[config.mk]
export PLATFORM = sky130hd
export DESIGN_NAME = flt2int_seq
export DESIGN_NICKNAME = d
export VERILOG_FILES = /design/src/rtl/flt2int_pkg.sv /design/src/rtl/f2i_round_pack.sv /design/src/rtl/flt2int_seq.sv
export SDC_FILE = /design/constraint.sdc
export NUM_CORES = 1
export LEC_CHECK = 0
export CAP_MARGIN = 20
export CORE_MARGIN = 2
export CORE_UTILIZATION = 34
export DETAILED_ROUTE_END_ITERATION = 10
export HOLD_SLACK_MARGIN = 0.1
export SYNTH_ARGS = -nofsm -noshare
export SYNTH_HDL_FRONTEND = slang
export SYNTH_SLANG_ARGS = --single-unit
[constraint.sdc]
create_clock -name clk -period 2.1 [get_ports clk]
set_input_delay 0.21 -clock clk [delete_from_list [all_inputs] [get_ports clk]]
set_output_delay 0.21 -clock clk [all_outputs]
set_load 0.03 [all_outputs]
[src/rtl/flt2int_pkg.sv]
// Shared types and parameter-derived constants for the float-to-integer converter.
package flt2int_pkg;

    typedef enum logic [2:0] {
        StIdle,
        StClassify,
        StShift,
        StFinish,
        StDone
    } f2i_state_e;

    function automatic int unsigned f2i_bias(input int unsigned exp_w);
        return (32'd1 << (exp_w - 32'd1)) - 32'd1;
    endfunction

    function automatic longint f2i_int_max(input int unsigned int_w);
        return (64'sd1 <<< (int_w - 32'd1)) - 64'sd1;
    endfunction

    function automatic longint f2i_int_min(input int unsigned int_w);
        return -(64'sd1 <<< (int_w - 32'd1));
    endfunction

    function automatic int unsigned f2i_max(input int unsigned a, input int unsigned b);
        return (a > b) ? a : b;
    endfunction

endpackage

[src/rtl/f2i_round_pack.sv]
// Final magnitude-to-signed-integer packing with saturation; round-half-to-even is
// built only when FLT2INT_ROUND_EN is defined, otherwise the magnitude is truncated.
module f2i_round_pack
    import flt2int_pkg::*;
#(
    parameter int unsigned INT_W = 16,
    parameter int unsigned ACC_W = 17
) (
    input  logic [ACC_W-1:0] mag_i,
    input  logic             guard_i,
    input  logic             sticky_i,
    input  logic             sign_i,
    output logic [INT_W-1:0] int_o,
    output logic             ovf_o,
    output logic             inexact_o
);

    localparam logic [INT_W-1:0] IntMax = INT_W'(f2i_int_max(INT_W));
    localparam logic [INT_W-1:0] IntMin = INT_W'(f2i_int_min(INT_W));
    // Largest magnitudes representable for negative and positive results.
    localparam logic [ACC_W:0]   NegLim = (ACC_W + 1)'(1) << (INT_W - 1);
    localparam logic [ACC_W:0]   PosLim = NegLim - (ACC_W + 1)'(1);

    logic [ACC_W:0] mag_r;

    always_comb begin
`ifdef FLT2INT_ROUND_EN
        mag_r = {1'b0, mag_i} + (ACC_W + 1)'(guard_i & (sticky_i | mag_i[0]));
`else
        mag_r = {1'b0, mag_i};
`endif
        inexact_o = guard_i | sticky_i;
        ovf_o     = 1'b0;
        int_o     = '0;
        if (sign_i) begin
            if (mag_r > NegLim) begin
                int_o = IntMin;
                ovf_o = 1'b1;
            end else begin
                int_o = ~mag_r[INT_W-1:0] + INT_W'(1);
            end
        end else begin
            if (mag_r > PosLim) begin
                int_o = IntMax;
                ovf_o = 1'b1;
            end else begin
                int_o = mag_r[INT_W-1:0];
            end
        end
    end

endmodule

[src/rtl/flt2int_seq.sv]
// Multi-cycle float {sign, exp, frac} to signed integer converter with start/done handshake.
// Define FLT2INT_ROUND_EN for round-half-to-even; default build truncates toward zero.
module flt2int_seq
    import flt2int_pkg::*;
#(
    parameter int unsigned EXP_W = 5,
    parameter int unsigned MAN_W = 10,
    parameter int unsigned INT_W = 16
) (
    input  logic                   clk,
    input  logic                   reset,
    input  logic                   start,
    input  logic [EXP_W+MAN_W:0]   flt_in,
    output logic                   busy,
    output logic                   done,
    output logic [INT_W-1:0]       int_out,
    output logic                   ovf,
    output logic                   inexact
);

    localparam int unsigned FltW     = 1 + EXP_W + MAN_W;
    // Wide enough for the result plus headroom, and for the full significand.
    localparam int unsigned AccW     = f2i_max(INT_W + 1, MAN_W + 1);
    localparam int unsigned CntW     = $clog2(INT_W + MAN_W + 3);
    localparam int unsigned Bias     = f2i_bias(EXP_W);
    localparam int unsigned SatThr   = Bias + INT_W - 2;
    localparam int unsigned LeftThr  = Bias + MAN_W;
    localparam int unsigned RightCap = MAN_W + 2;

    localparam logic [INT_W-1:0] IntMax = INT_W'(f2i_int_max(INT_W));
    localparam logic [INT_W-1:0] IntMin = INT_W'(f2i_int_min(INT_W));

    f2i_state_e        state_q, state_d;
    logic [FltW-1:0]   flt_q, flt_d;
    logic [AccW-1:0]   acc_q, acc_d;
    logic              guard_q, guard_d;
    logic              sticky_q, sticky_d;
    logic [CntW-1:0]   cnt_q, cnt_d;
    logic              left_q, left_d;
    logic              sat_q, sat_d;
    logic [INT_W-1:0]  int_out_q, int_out_d;
    logic              ovf_q, ovf_d;
    logic              inexact_q, inexact_d;

    logic              sign_w;
    logic [EXP_W-1:0]  exp_w;
    logic [MAN_W-1:0]  frac_w;
    logic [31:0]       exp_ext;
    logic [31:0]       k_left;
    logic [31:0]       k_right;

    logic [INT_W-1:0]  rp_int;
    logic              rp_ovf;
    logic              rp_inexact;

    assign sign_w  = flt_q[FltW-1];
    assign exp_w   = flt_q[FltW-2 -: EXP_W];
    assign frac_w  = flt_q[MAN_W-1:0];
    assign exp_ext = 32'(exp_w);

    always_comb begin
        k_left  = exp_ext - LeftThr;
        k_right = LeftThr - exp_ext;
        // Beyond this distance every significand bit is already in sticky.
        if (k_right > RightCap) begin
            k_right = RightCap;
        end
    end

    f2i_round_pack #(
        .INT_W (INT_W),
        .ACC_W (AccW)
    ) u_round_pack (
        .mag_i     (acc_q),
        .guard_i   (guard_q),
        .sticky_i  (sticky_q),
        .sign_i    (sign_w),
        .int_o     (rp_int),
        .ovf_o     (rp_ovf),
        .inexact_o (rp_inexact)
    );

    always_comb begin
        state_d   = state_q;
        flt_d     = flt_q;
        acc_d     = acc_q;
        guard_d   = guard_q;
        sticky_d  = sticky_q;
        cnt_d     = cnt_q;
        left_d    = left_q;
        sat_d     = sat_q;
        int_out_d = int_out_q;
        ovf_d     = ovf_q;
        inexact_d = inexact_q;

        unique case (state_q)
            StIdle, StDone: begin
                if (start) begin
                    flt_d   = flt_in;
                    state_d = StClassify;
                end
            end

            StClassify: begin
                guard_d  = 1'b0;
                sticky_d = 1'b0;
                sat_d    = 1'b0;
                acc_d    = '0;
                cnt_d    = '0;
                left_d   = 1'b0;
                if (exp_w == '0) begin
                    // Zero and subnormals: zero magnitude, fraction only feeds inexact.
                    sticky_d = |frac_w;
                    state_d  = StFinish;
                end else if (exp_w == '1 || exp_ext > SatThr) begin
                    sat_d   = 1'b1;
                    state_d = StFinish;
                end else begin
                    acc_d = AccW'({1'b1, frac_w});
                    if (exp_ext >= LeftThr) begin
                        left_d  = 1'b1;
                        cnt_d   = CntW'(k_left);
                        state_d = (k_left == 32'd0) ? StFinish : StShift;
                    end else begin
                        cnt_d   = CntW'(k_right);
                        state_d = StShift;
                    end
                end
            end

            StShift: begin
                cnt_d = cnt_q - CntW'(1);
                if (left_q) begin
                    acc_d = acc_q << 1;
                end else begin
                    acc_d    = acc_q >> 1;
                    guard_d  = acc_q[0];
                    sticky_d = sticky_q | guard_q;
                end
                if (cnt_q == CntW'(1)) begin
                    state_d = StFinish;
                end
            end

            StFinish: begin
                state_d = StDone;
                if (sat_q) begin
                    int_out_d = sign_w ? IntMin : IntMax;
                    ovf_d     = 1'b1;
                    inexact_d = 1'b0;
                end else begin
                    int_out_d = rp_int;
                    ovf_d     = rp_ovf;
                    inexact_d = rp_inexact;
                end
            end

            default: state_d = StIdle;
        endcase
    end

    always_ff @(posedge clk or posedge reset) begin
        if (reset) begin
            state_q   <= StIdle;
            flt_q     <= '0;
            acc_q     <= '0;
            guard_q   <= 1'b0;
            sticky_q  <= 1'b0;
            cnt_q     <= '0;
            left_q    <= 1'b0;
            sat_q     <= 1'b0;
            int_out_q <= '0;
            ovf_q     <= 1'b0;
            inexact_q <= 1'b0;
        end else begin
            state_q   <= state_d;
            flt_q     <= flt_d;
            acc_q     <= acc_d;
            guard_q   <= guard_d;
            sticky_q  <= sticky_d;
            cnt_q     <= cnt_d;
            left_q    <= left_d;
            sat_q     <= sat_d;
            int_out_q <= int_out_d;
            ovf_q     <= ovf_d;
            inexact_q <= inexact_d;
        end
    end

    assign busy    = (state_q == StClassify) || (state_q == StShift) || (state_q == StFinish);
    assign done    = (state_q == StDone);
    assign int_out = int_out_q;
    assign ovf     = ovf_q;
    assign inexact = inexact_q;

endmodule

Word level (Yosys, flattened, before mapping)
Cells that the tools add are included.

Add/sub/neg operators: 4. Order comparisons: 5. Eq/ne operators: 9. Muxes and demuxes: 36. Bitwise gates (word level): 2. Reduce and logical (&&, ||, !) cells: 12.

Operators with widths (count): 2-to-1 mux 16 bit (5); case mux 17 bit (2 select lines) (1); greater-than comparator 32 x 4 -> 1 bit, second input constant (1); zero test 32 bit (1); 2-to-1 mux 11 bit (2); 2-to-1 mux 5 bit (4); greater-than comparator 17 x 15 -> 1 bit, second input constant (1); greater-than comparator 17 x 16 -> 1 bit, second input constant (1); 2-to-1 mux 1 bit (17); 2-to-1 mux 17 bit (1); adder 16 x 1 -> 16 bit, second input constant (1); inverter 16 bit (1); case mux 3 bit (4 select lines) (1); case mux 5 bit (2 select lines) (1); OR reduction 10 bit (1); equality test 3 x 2 -> 1 bit, second input constant (2); 2-to-1 mux 3 bit (2); inequality test 2 bit, second input constant (3); AND reduction 2 bit (3); subtractor 5 x 5 -> 6 bit, first input constant (1); subtractor 5 x 5 -> 6 bit, second input constant (1); equality test 5 x 1 -> 1 bit, second input constant (1); equality test 5 bit, second input constant (1); greater-or-equal comparator 5 bit, second input constant (1); 11 further kinds (14).

Register bits: 63. Output and inout port bits: 20. Word-level logic and storage cells: 79.

Longest topological paths before layout
Gate-level depths: netlist (run 1).

Depth after elaboration: 7. Depth in mapped cells: 10.

Cells and area by module
From an unflattened synthesis (run 1), not the netlist that was laid out.

Cells, all modules: 422. Area total of the unflattened synthesis: 3866.2 sq um.

By module, submodules not included: flt2int_seq (times used 1, cells an instance 313, area an instance 3155.5 sq um, seq. area each 1576.5 sq um); f2i_round_pack (times used 1, cells an instance 109, area an instance 710.7 sq um, seq. area each 0.0 sq um).

Least setup slack after synthesis (run 1)
No wires, ideal clock.

Path type: register to register. Start point: reg acc_q[0]. End point: reg int_out_q[9], in the netlist int_out[9]. Library setup time: 0.082 ns. Arrival: 1.978 ns. Slack: 0.040 ns. Cell stages (with the launch flop): 10. Cell sequence: dfrtp_1 > buf_2 > inv_1 > ha_1 > nor3b_4 > and4_4 > a21oi_2 > nand2b_4 > or3b_1 > a31oi_1.

Longest elaborated chain between the ends: 5. Elaborated cells on any way between the ends: 8.

Ends and longest elaborated chain: start, declared (RTL line flt2int_seq.sv:35) `logic [AccW-1:0] acc_q, acc_d;`; start signal, assigned (RTL line flt2int_seq.sv:166) `acc_q <= '0;`; start signal, assigned (RTL line flt2int_seq.sv:178) `acc_q <= acc_d;`; inverter 16 bit (RTL line f2i_round_pack.sv:40) `int_o = ~mag_r[INT_W-1:0] + INT_W'(1);`; adder 16 x 1 -> 16 bit (RTL line f2i_round_pack.sv:40); 2-to-1 mux 16 bit (RTL line f2i_round_pack.sv:36) `if (mag_r > NegLim) begin`; 2-to-1 mux 16 bit (*) (RTL line f2i_round_pack.sv:35) `if (sign_i) begin`; 2-to-1 mux 16 bit (*) (RTL line flt2int_seq.sv:147) `if (sat_q) begin`; end signal, assigned (RTL line flt2int_seq.sv:184) `int_out_q <= int_out_d;`; end, declared (RTL line flt2int_seq.sv:41) `logic [INT_W-1:0] int_out_q, int_out_d;`.

Mark *: on every way between the ends. The rest lies on a longest branch, timed or not. A chain may end at the register's enable or synchronous reset.

Final worst setup path (run 1)
Ends and elaborated chain as after synthesis.

==> out/qor.tcl, run 1 <==
set qor(synth_edf_count) 0
set qor(hold_buffers) 0
set qor(sink_count_of_the_clock_tree) 63
set qor(setup_viol_count_final) 0
set qor(vdd.ir_drop.worst_mv) 0.835
set qor(yosys.cell_count.top_type) {dfrtp_1}
set qor(grt_pass1_wl_um) 16300
set qor(initial_utilization_pct) 34.8
set qor(die_ar_mm2) 0.0119
set qor(footprint_of_the_multi_input_gates_mm2) 0.00201
set qor(synth-main-ff-cell) {dfrtp_1}
set qor(timing.hold.ws_ns) 0.290
set qor(finalSetupTns_ns) 0
set qor(netlist.top_cell.by_area) {dfrtp_1}
set qor(synth.yosys.warnings) 0
set qor(clk_root_buffer_cell) {clkbuf_8}
set qor(syn_avg_cell_area_um2) 9.29
set qor(core-area_mm2) 0.0108
set qor(synthCells) 404
set qor(worst_pin_slew_ns) 0.698
set qor(detail_route.wl_per_cell_um) 16.2
set qor(regArea_mm2) 0.00158
set qor(io-pin-count) 39
set qor(cpMaxStageDelayCell) {dfrtp_2}
set qor(synth_async_sr_flop_share_pct) 100
set qor(worstSetupPathType) {reg2reg}
set qor(clk_pin_slew_ns) 0.08
set qor(detail_route.vias_per_cell) 5.43
set qor(cts-buffers-inserted) 9
set qor(first_iter_violations) 227
set qor(relSlewSlack_pct) 53.4
set qor(max_freq_ghz) 0.494
set qor(hold_viol) 0
set qor(gpl.final_weighted_congestion) 0.831
set qor(first_global_vias) 3202
set qor(final_period_minus_worst_setup_slack_ns) 2.02
set qor(yosys.area.top_type_share_pct) 42.0
set qor(pwr_density_cell_mw_per_mm2) 1650
set qor(synth.lib_cells_used.distinct) 66
set qor(run_status) {finished, final reports clean}
set qor(maximum_clock_insertion_buffer_count) 2
set qor(grt_start_max_net_pins) 32
set qor(crit_fanout) 4
set qor(crit_arrival_ns) 2.29
set qor(critical_path_required_ns) 2.37
set qor(clkLatencyLatePin_ns) 0.35
set qor(detailroute.via_count) 3278
set qor(finalClockSkew_ns) 0.0105
set qor(die-height_um) 109
set qor(grt_remaining_overflow) 0
set qor(share_of_final_layout_standard_cells_stronger_than_drive_strength_1_pct) 20.5
set qor(synth_fp_nets) 435
set qor(drt_wl_total_um) 9790
set qor(maxCapViolations) 0
set qor(dp_slack_ns) 0.0756
set qor(dp.cells) 583
set qor(final_cycle_utilization_of_the_critical_path_pct) 96.4
set qor(row_count) 38
set qor(count_of_antenna_diodes_in_the_layout) 0
set qor(groute.usage.overall_pct) 17.6
set qor(synth_sequential_area_ratio_pct) 42.0
set qor(cell_types_with_the_highest_counts_after_synthesis) {dfrtp_1, nand2_1, nor2_1}
set qor(synthToLayoutAreaGrowth_pct) 26.4
set qor(synth.area.top_cells) {dfrtp_1, nand2_1, ha_1}
set qor(worst_hold_path_type) {in2async}
set qor(syn_area_mm2) 0.00375
set qor(max_slew_vio_count) 0
set qor(crit_chain) {inv_1, ha_4, nor3b_4, and4_4, a21oi_2, nand2b_4, or3b_1, a31oi_1}
set qor(antenna_found_initial) 0
set qor(post_layout_nonfiller_instances) 604
set qor(dieWidth_um) 109
set qor(dp.final_hpwl_um) 7180
set qor(nets) 490
set qor(fillerInstances) 1065
set qor(cp_slowest_stage_delay_ns) 0.43
set qor(tritoncts) {yes}
set qor(startpoint_type) {flip-flop}
set qor(p_leak_nw) 1.99
set qor(worst_slack_ns) 0.0754
set qor(critical_path.endpoint_type) {flip-flop}
set qor(drtAntennaViolNets) 0
set qor(postSynthRegisterBits) 63
set qor(cts-htree-levels) 3
set qor(buffer_ports.inserted) 38
set qor(drtPass1Iterations) 5
set qor(post-route-drc-count) 0
-- placed cells by master (no fill, tap or decap), types with 5 or more instances in the layout --
cell type	instances
dfrtp_1	61
nand2_1	41
clkdlybuf4s50_1	37
buf_4	34
nor2_1	32
o21ai_0	23
a21oi_1	23
inv_1	15
mux2i_1	14
mux2_2	13
nor3_1	12
ha_1	10
clkbuf_8	9
nand3_1	8
a31oi_1	7
nand4_1	6
or3_1	5
nor4_1	5
a221o_1	5
o22a_1	5
-- routing by layer --
metal  GRT usage [%]  wire (µm)  vias to the layer above
li1                -          -                     1581
met1            24.0       4490                     1589
met2            28.5       4620                      100
met3            4.18        590                        8
met4            3.66         84                        0
met5               0          0                        -
-- through the flow --
step	total power, mW	area [µm²]	utilization (%)
finish	7.82	4750	44.0
global placement	6.37	4410	40.9
floorplan	5.10	3750	-
detailed placement	6.42	4410	40.9
CTS	7.67	4640	43.0
global route	8.44	4750	44.0
-- state kept, by name (all words and copies together) (netlist names) --
register	cells
state_q	3
flt_q	16
int_out	16
sticky_q	1
ovf	1
left_q	1
guard_q	1
inexact	1
acc_q	17
sat_q	1
cnt_q	5
-- power breakdown --
group          internal [mW]  total (mW)  switching, mW  leakage, nW
logic                   1.88        4.21           2.33         1.11
registers               1.77        2.39          0.619        0.772
clock network          0.683        1.23          0.545        0.114
total                   4.33        7.82           3.49         1.99
-- cell type report --
cell class | count | area share [%]
Clock buffer | 9 | 2.61
Clock inverter | 7 | 2.19
Inverter | 18 | 1.42
Multi-Input combinational cell | 292 | 42.3
Sequential cell | 63 | 33.3
Tap cell | 140 | 3.69
Timing Repair Buffer | 75 | 14.5
-- worst paths after layout --
kind | start | endpoint | slack, ns | cells past startpoint
max | acc_q[0]$_DFFE_PP0P_ | int_out[9]$_DFFE_PP0P_ | 0.08 | 8
min | reset | int_out[9]$_DFFE_PP0P_ | 0.29 | 2
max reg2reg | acc_q[0]$_DFFE_PP0P_ | int_out[9]$_DFFE_PP0P_ | 0.08 | 8
min reg2reg | int_out[11]$_DFFE_PP0P_ | int_out[11]$_DFFE_PP0P_ | 0.48 | 2
max in group asynchronous | reset | acc_q[0]$_DFFE_PP0P_ | 1.20 | 3
min in group clk | flt_in[13] | flt_q[13]$_DFFE_PP0P_ | 0.42 | 3
-- cells by family (layout without fill, tap and decap cells) --
| logic type | Yosys count | after routing | share of synthesized area (%) |
|---|---|---|---|
| and+or+nand+nor | 140 | 140 | 19.5 |
| AOI/OAI and AO/OA | 106 | 106 | 19.0 |
| DFF | 63 | 63 | 42.0 |
| buffers and inverters | 49 | 109 | 6.20 |
| muxes | 27 | 27 | 7.63 |
| adders and majority gates | 12 | 12 | 4.00 |
| xor gates and xnor gates | 7 | 7 | 1.63 |
-- timing repair --
item                       CTS  global route
resized for setup            0            20
setup buffers                0             5
setup endpoints to repair    0            20
-- critical path, delay by kind of cell (launching register included) --
kind,cells,cell delay (ns)
flops,1,0.43
compound gates,2,0.26
fa+ha+maj,1,0.15
buf+inv,1,0.12
simple gates,4,0.99
Note: power is estimated with default switching activity, not from simulation.
==> run 2, diff against run 1 <==
--- a/config.mk
+++ b/config.mk
@@ -9,6 +9,7 @@
 export CORE_MARGIN = 2
 export CORE_UTILIZATION = 34
 export DETAILED_ROUTE_END_ITERATION = 10
+export DONT_BUFFER_PORTS = 1
 export HOLD_SLACK_MARGIN = 0.1
 export SYNTH_ARGS = -nofsm -noshare
 export SYNTH_HDL_FRONTEND = slang
==> run 2 against run 1 <==
Worst setup slack lost 0.0019 ns; flip-flop and latch count is the same; die area is the same; sequential power grew 16%; critical endpoint unchanged; highest routed layer unchanged.
==> out/qor.tcl, run 2 (synthesis results as in run 1) <==
set qor(hold_viol) 0
set qor(path_buf_inv) 1
set qor(crit_arrival_ns) 2.29
set qor(critical_path_required_ns) 2.37
set qor(clock_power_share_pct) 17.3
set qor(setup_viol_count_final) 0
set qor(final_period_minus_worst_setup_slack_ns) 2.03
set qor(grt_pass1_wl_um) 15400
set qor(post-route-drc-count) 0
set qor(share_of_final_layout_standard_cells_stronger_than_drive_strength_1_pct) 19.7
set qor(net-switching-power_mw) 3.38
set qor(dp_slack_ns) 0.0139
set qor(timing.hold.ws_ns) 0.303
set qor(detail_route.vias_per_cell) 5.41
set qor(dp.final_hpwl_um) 6760
set qor(maxCapViolations) 0
set qor(drtAntennaViolNets) 0
set qor(cp_slowest_stage_delay_ns) 0.41
set qor(groute.usage.overall_pct) 16.7
set qor(initial_utilization_pct) 34.8
set qor(netSwitchingFraction_pct) 45.3
set qor(pwr_density_cell_mw_per_mm2) 1660
set qor(antenna_found_initial) 0
set qor(clk_root_buffer_cell) {clkbuf_8}
set qor(cpMaxStageDelayCell) {dfrtp_1}
set qor(top_register_by_number_of_flip_flops) {acc_q}
set qor(final_cycle_utilization_of_the_critical_path_pct) 96.5
set qor(p_leak_nw) 1.88
set qor(tritoncts) {yes}
set qor(nets) 467
set qor(dpl_cell_area_mm2) 0.00401
set qor(grt_setup_unrepaired) {yes}
set qor(die_ar_mm2) 0.0119
set qor(detailroute.via_count) 3141
set qor(drt_wl_total_um) 9470
set qor(row_count) 38
set qor(gpl.final_weighted_congestion) 0.849
set qor(dieWidth_um) 109
set qor(clk_pin_slew_ns) 0.07
set qor(grt_start_max_net_pins) 64
set qor(first_global_vias) 3053
set qor(max_slew_vio_count) 0
set qor(count_of_antenna_diodes_in_the_layout) 0
set qor(buffer_ports.inserted) 0
set qor(first_iter_violations) 228
set qor(drtPass1Iterations) 5
set qor(total_power_mw) 7.47
set qor(fillerInstances) 1046
set qor(core-area_mm2) 0.0108
set qor(vdd.ir_drop.worst_mv) 0.890
set qor(startpoint_type) {flip-flop}
set qor(clkLatencyLatePin_ns) 0.34
set qor(die-height_um) 109
set qor(crit_chain) {inv_1, ha_2, nor3b_4, and4_4, a21oi_4, nand2b_4, or3b_1, a31oi_1}
set qor(share_seq_of_total_power_pct) 37.1
set qor(run_status) {finished, final reports clean}
set qor(finalClockSkew_ns) 0.00475
set qor(dp.cells) 542
set qor(cts-htree-levels) 3
set qor(io-pin-count) 39
set qor(critical_path.endpoint_type) {flip-flop}
set qor(post_layout_nonfiller_instances) 581
set qor(worst_pin_slew_ns) 0.572
set qor(worst_slack_ns) 0.0736
set qor(detail_route.wl_per_cell_um) 16.3
set qor(max_freq_ghz) 0.493
set qor(synthToLayoutAreaGrowth_pct) 19.7
set qor(grt.met3_usage_pct) 3.95
set qor(worstSetupPathType) {reg2reg}
set qor(grt_remaining_overflow) 0
set qor(largest_reg_flops) 17
set qor(critical-path-top-delay-family) {simple AND/OR/NAND/NOR gates}
set qor(relSlewSlack_pct) 61.9
set qor(grt.met2_usage_pct) 26.1
set qor(crit_fanout) 5
set qor(cts-buffers-inserted) 9
set qor(grtUsageMet1_pct) 22.9
set qor(most_common_cell_after_layout_fill_and_taps_aside) {dfrtp_1}
set qor(maximum_clock_insertion_buffer_count) 2
set qor(sink_count_of_the_clock_tree) 63
set qor(cell_internal_pwr_mw) 4.09
set qor(comb_power_share_pct) 45.5
set qor(worst_hold_path_type) {in2reg}
set qor(global_route_layer_with_the_greatest_usage) {met2}
set qor(layout_common_cells) {dfrtp_1, nand2_1, buf_4, nor2_1, a21oi_1}
set qor(postLayoutCellArea_mm2) 0.00449
-- run 2: changes by cell type in the layout (fill, tap and decap cells not counted), moves of 2 or more --
cell             previous run  this run
clkdlybuf4s50_1            37         0
clkinv_4                    3         1
clkinvlp_4                  0         3
buf_4                      34        32
inv_6                       2         0
dlygate4sd3_1               0        18
-- run 2: through the flow --
stage          util [%]  TNS (ns)
5_1_grt            41.6    -0.100
3_3_place_gp       37.1         0
6_report           41.6         0
2_1_floorplan         -         0
3_5_place_dp       37.1         0
4_1_cts            41.1         0
-- run 2: per-layer routing --
layer / vias to the layer above / wire, µm
met5: - / 0
met4: 0 / 78
met2: 91 / 4410
met3: 8 / 515
met1: 1505 / 4460
li1: 1537 / -
-- run 2: power by group through the flow --
stage          sequential (mW)  combinational [mW]  clock (mW)
4_1_cts                   2.78                3.27        1.33
2_1_floorplan             2.44                2.65           0
3_5_place_dp              2.80                3.22           0
3_3_place_gp              2.77                3.20           0
6_report                  2.77                3.40        1.30
5_1_grt                   2.89                3.80        1.38
-- run 2: final timing paths --
kind                                 startpoint                       to  slack, ns  depth (start not counted)
setup / recovery           acc_q[0]$_DFFE_PP0P_   int_out[9]$_DFFE_PP0P_       0.07                          8
hold / removal                            start    flt_q[10]$_DFFE_PP0P_       0.30                          3
setup reg to reg           acc_q[0]$_DFFE_PP0P_   int_out[9]$_DFFE_PP0P_       0.07                          8
hold reg to reg            sticky_q$_DFFE_PP0P_     sticky_q$_DFFE_PP0P_       0.53                          1
max in group asynchronous                 reset    flt_q[10]$_DFFE_PP0P_       1.42                          3
min in group asynchronous                 reset  int_out[12]$_DFFE_PP0P_       0.37                          3
-- run 2: what timing repair did --
action                     CTS  global route
gates resized for setup      0            12
hold endpoints to repair    80             0
hold buffers                18             0
setup endpoints to repair    0            25
buffers inserted             0             5
-- run 2: tightest hold or removal path, stage by stage --
cell and delay (ns):
and2_1 0.12, buf_4 0.19, o21ai_0 0.09
-- run 2: cell type report --
| cell class | count | area, µm² | area share (%) |
|---|---|---|---|
| well taps | 140 | 175 | 3.90 |
| multi-input cells | 292 | 1970 | 43.8 |
| flip-flops and latches | 63 | 1580 | 35.1 |
| clock buffers | 9 | 124 | 2.76 |
| clock inverters | 7 | 121 | 2.70 |
| repair buffers | 52 | 460 | 10.2 |
| inverters | 18 | 67.6 | 1.50 |
==> run 3, diff against run 2 <==
--- a/config.mk
+++ b/config.mk
@@ -10,6 +10,7 @@
 export CORE_UTILIZATION = 34
 export DETAILED_ROUTE_END_ITERATION = 10
 export DONT_BUFFER_PORTS = 1
+export GPL_ROUTABILITY_DRIVEN = 0
 export HOLD_SLACK_MARGIN = 0.1
 export SYNTH_ARGS = -nofsm -noshare
 export SYNTH_HDL_FRONTEND = slang
==> run 3 against run 2 <==
Cell count down 0.52%; routed wire length fell by 1.4%; die area is the same; clock-buffer cell count up 3; critical path depth stayed put; non-clock buffer count shrank 3; power decreased by 5.7%; sequential share of layout area up 0.82 points; flip-flop and latch count did not move; worst hold slack got worse by 0.011 ns; core utilization decreased by 0.99 points; critical path type unchanged.
==> out/qor.tcl, run 3 (synthesis results as in run 1) <==
set qor(detail_route.vias_per_cell) 5.52
set qor(maximum_clock_insertion_buffer_count) 2
set qor(drtAntennaViolNets) 0
set qor(max_slew_vio_count) 0
set qor(drt_wl_total_um) 9330
set qor(clk_pin_slew_ns) 0.07
set qor(critical-path-top-delay-family) {simple AND/OR/NAND/NOR gates}
set qor(final_cycle_utilization_of_the_critical_path_pct) 95.9
set qor(worstSetupPathType) {reg2reg}
set qor(fillerInstances) 1077
set qor(post-route-drc-count) 0
set qor(tritoncts) {yes}
set qor(relSlewSlack_pct) 61.2
set qor(top_register_by_number_of_flip_flops) {acc_q}
set qor(grt_pass1_wl_um) 15700
set qor(vdd.ir_drop.worst_mv) 0.804
set qor(hold_start) {start}
set qor(critical_path_required_ns) 2.37
set qor(initial_utilization_pct) 34.8
set qor(dp.cells) 540
set qor(r2r_end) {int_out[9]$_DFFE_PP0P_}
set qor(maxCapViolations) 0
set qor(synthToLayoutAreaGrowth_pct) 16.9
set qor(dp.final_hpwl_um) 6770
set qor(cpMaxStageDelayCell) {dfrtp_1}
set qor(crit_arrival_ns) 2.28
set qor(first_global_vias) 3167
set qor(worstRegToRegCells) 8
set qor(detail_route.wl_per_cell_um) 16.1
set qor(first_iter_violations) 242
set qor(share_of_final_layout_standard_cells_stronger_than_drive_strength_1_pct) 18.9
set qor(io-pin-count) 39
set qor(hold_end) {flt_q[11]$_DFFE_PP0P_}
set qor(worst_hold_path_type) {in2reg}
set qor(groute.usage.overall_pct) 16.9
set qor(hold_viol) 0
set qor(antenna_found_initial) 0
set qor(post_layout_nonfiller_instances) 578
set qor(grt_start_max_net_pins) 64
set qor(crit-reg2reg-launch) {acc_q[0]$_DFFE_PP0P_}
set qor(crit_chain) {inv_1, ha_2, nor3b_4, and4_4, a21oi_2, nand2b_4, or3b_1, a31oi_1}
set qor(pwr_density_cell_mw_per_mm2) 1610
set qor(clk_root_buffer_cell) {clkbuf_8}
set qor(worst_pin_slew_ns) 0.580
set qor(detailroute.via_count) 3192
set qor(path_buf_inv) 1
set qor(grt_remaining_overflow) 0
set qor(max_freq_ghz) 0.497
set qor(p_leak_nw) 1.84
set qor(dp_slack_ns) 0.0188
set qor(run_status) {finished, final reports clean}
set qor(layout_common_cells) {dfrtp_1, nand2_1, nor2_1, buf_4, o21ai_0}
set qor(most_common_cell_after_layout_fill_and_taps_aside) {dfrtp_1}
set qor(cts-buffers-inserted) 9
set qor(drtPass1Iterations) 5
set qor(dieWidth_um) 109
set qor(fin_util_pct) 40.7
set qor(setup.reg_to_reg.worst_slack_ns) 0.09
set qor(startpoint_type) {flip-flop}
set qor(worst_slack_ns) 0.0864
set qor(sink_count_of_the_clock_tree) 63
set qor(row_count) 38
set qor(setup_viol_count_final) 0
set qor(largest_reg_flops) 17
set qor(buffer_ports.inserted) 0
set qor(regArea_mm2) 0.00158
set qor(cp_slowest_stage_delay_ns) 0.41
set qor(count_of_antenna_diodes_in_the_layout) 0
set qor(cts-htree-levels) 3
set qor(total_power_mw) 7.05
set qor(critical_path.endpoint_type) {flip-flop}
set qor(clkLatencyLatePin_ns) 0.35
set qor(timing.hold.worst_path_depth) 3
set qor(grt_setup_unrepaired) {yes}
set qor(core-area_mm2) 0.0108
set qor(die_ar_mm2) 0.0119
set qor(nets) 464
set qor(finalClockSkew_ns) 0.00633
set qor(final_period_minus_worst_setup_slack_ns) 2.01
set qor(die-height_um) 109
set qor(footprint_of_the_multi_input_gates_mm2) 0.00197
set qor(crit_fanout) 5
-- run 3: cell types whose count changed in the layout (fill, tap and decap cells not counted), moves of 2 or more --
cell,delta
clkinvlp_4,-3
buf_4,-2
a21oi_2,+2
bufinv_16,-3
clkinv_2,+4
clkbuf_8,+2
-- run 3: worst max-delay path by stage --
stage / startpoint / endpoint / slack, ns / depth (start not counted)
after global placement: acc_q[1]$_DFFE_PP0P_ / int_out[9]$_DFFE_PP0P_ / 0.08 / 8
after floorplan: acc_q[0]$_DFFE_PP0P_ / int_out[9]$_DFFE_PP0P_ / 0.04 / 9
after global routing: acc_q[0]$_DFFE_PP0P_ / int_out[10]$_DFFE_PP0P_ / -0.02 / 8
after CTS: acc_q[1]$_DFFE_PP0P_ / int_out[9]$_DFFE_PP0P_ / 0.02 / 8
after detailed placement: acc_q[1]$_DFFE_PP0P_ / int_out[9]$_DFFE_PP0P_ / 0.02 / 8
final: acc_q[0]$_DFFE_PP0P_ / int_out[9]$_DFFE_PP0P_ / 0.09 / 8
-- run 3: metal layers --
layer	global-route usage, %	vias up	wire length, µm
li1	-	1530	-
met3	5.20	14	657
met2	25.6	117	4260
met4	5.49	0	153
met5	0	-	0
met1	23.0	1531	4260
-- run 3: area by class of cell --
class	instances	area share [%]
well taps	140	3.99
inverters	18	1.54
multi-input cells	292	44.8
repair buffers	49	9.69
flip-flops and latches	63	36.0
clock inverters	4	0.456
clock buffers	12	3.54
-- run 3: timing repair --
action / in CTS / in global routing
buffers inserted: 1 / 3
hold endpoints to repair: 80 / 0
hold buffers: 18 / 0
pin swaps: 1 / 5
gates resized for setup: 0 / 11
endpoints found under the setup margin: 1 / 24
-- run 3: worst min-delay path, cell delays in order --
cell and delay, ns:
and2_1 0.12, buf_4 0.18, o21ai_0 0.08
-- run 3: metrics by stage --
step	setup TNS, ns	hold slack [ns]	cell area [µm²]
floorplan	0	0.317	3750
global placement	0	0.191	3980
finish	0	0.292	4390
global route	-0.0571	0.318	4390
CTS	0	0.288	4340
detailed placement	0	0.191	3980
-- run 3: power by group --
| group | total, mW | internal [mW] | switching (mW) |
|---|---|---|---|
| Combinational | 3.32 | 1.47 | 1.84 |
| Sequential | 2.78 | 1.76 | 1.01 |
| Clock | 0.953 | 0.485 | 0.468 |
| Total | 7.05 | 3.72 | 3.33 |
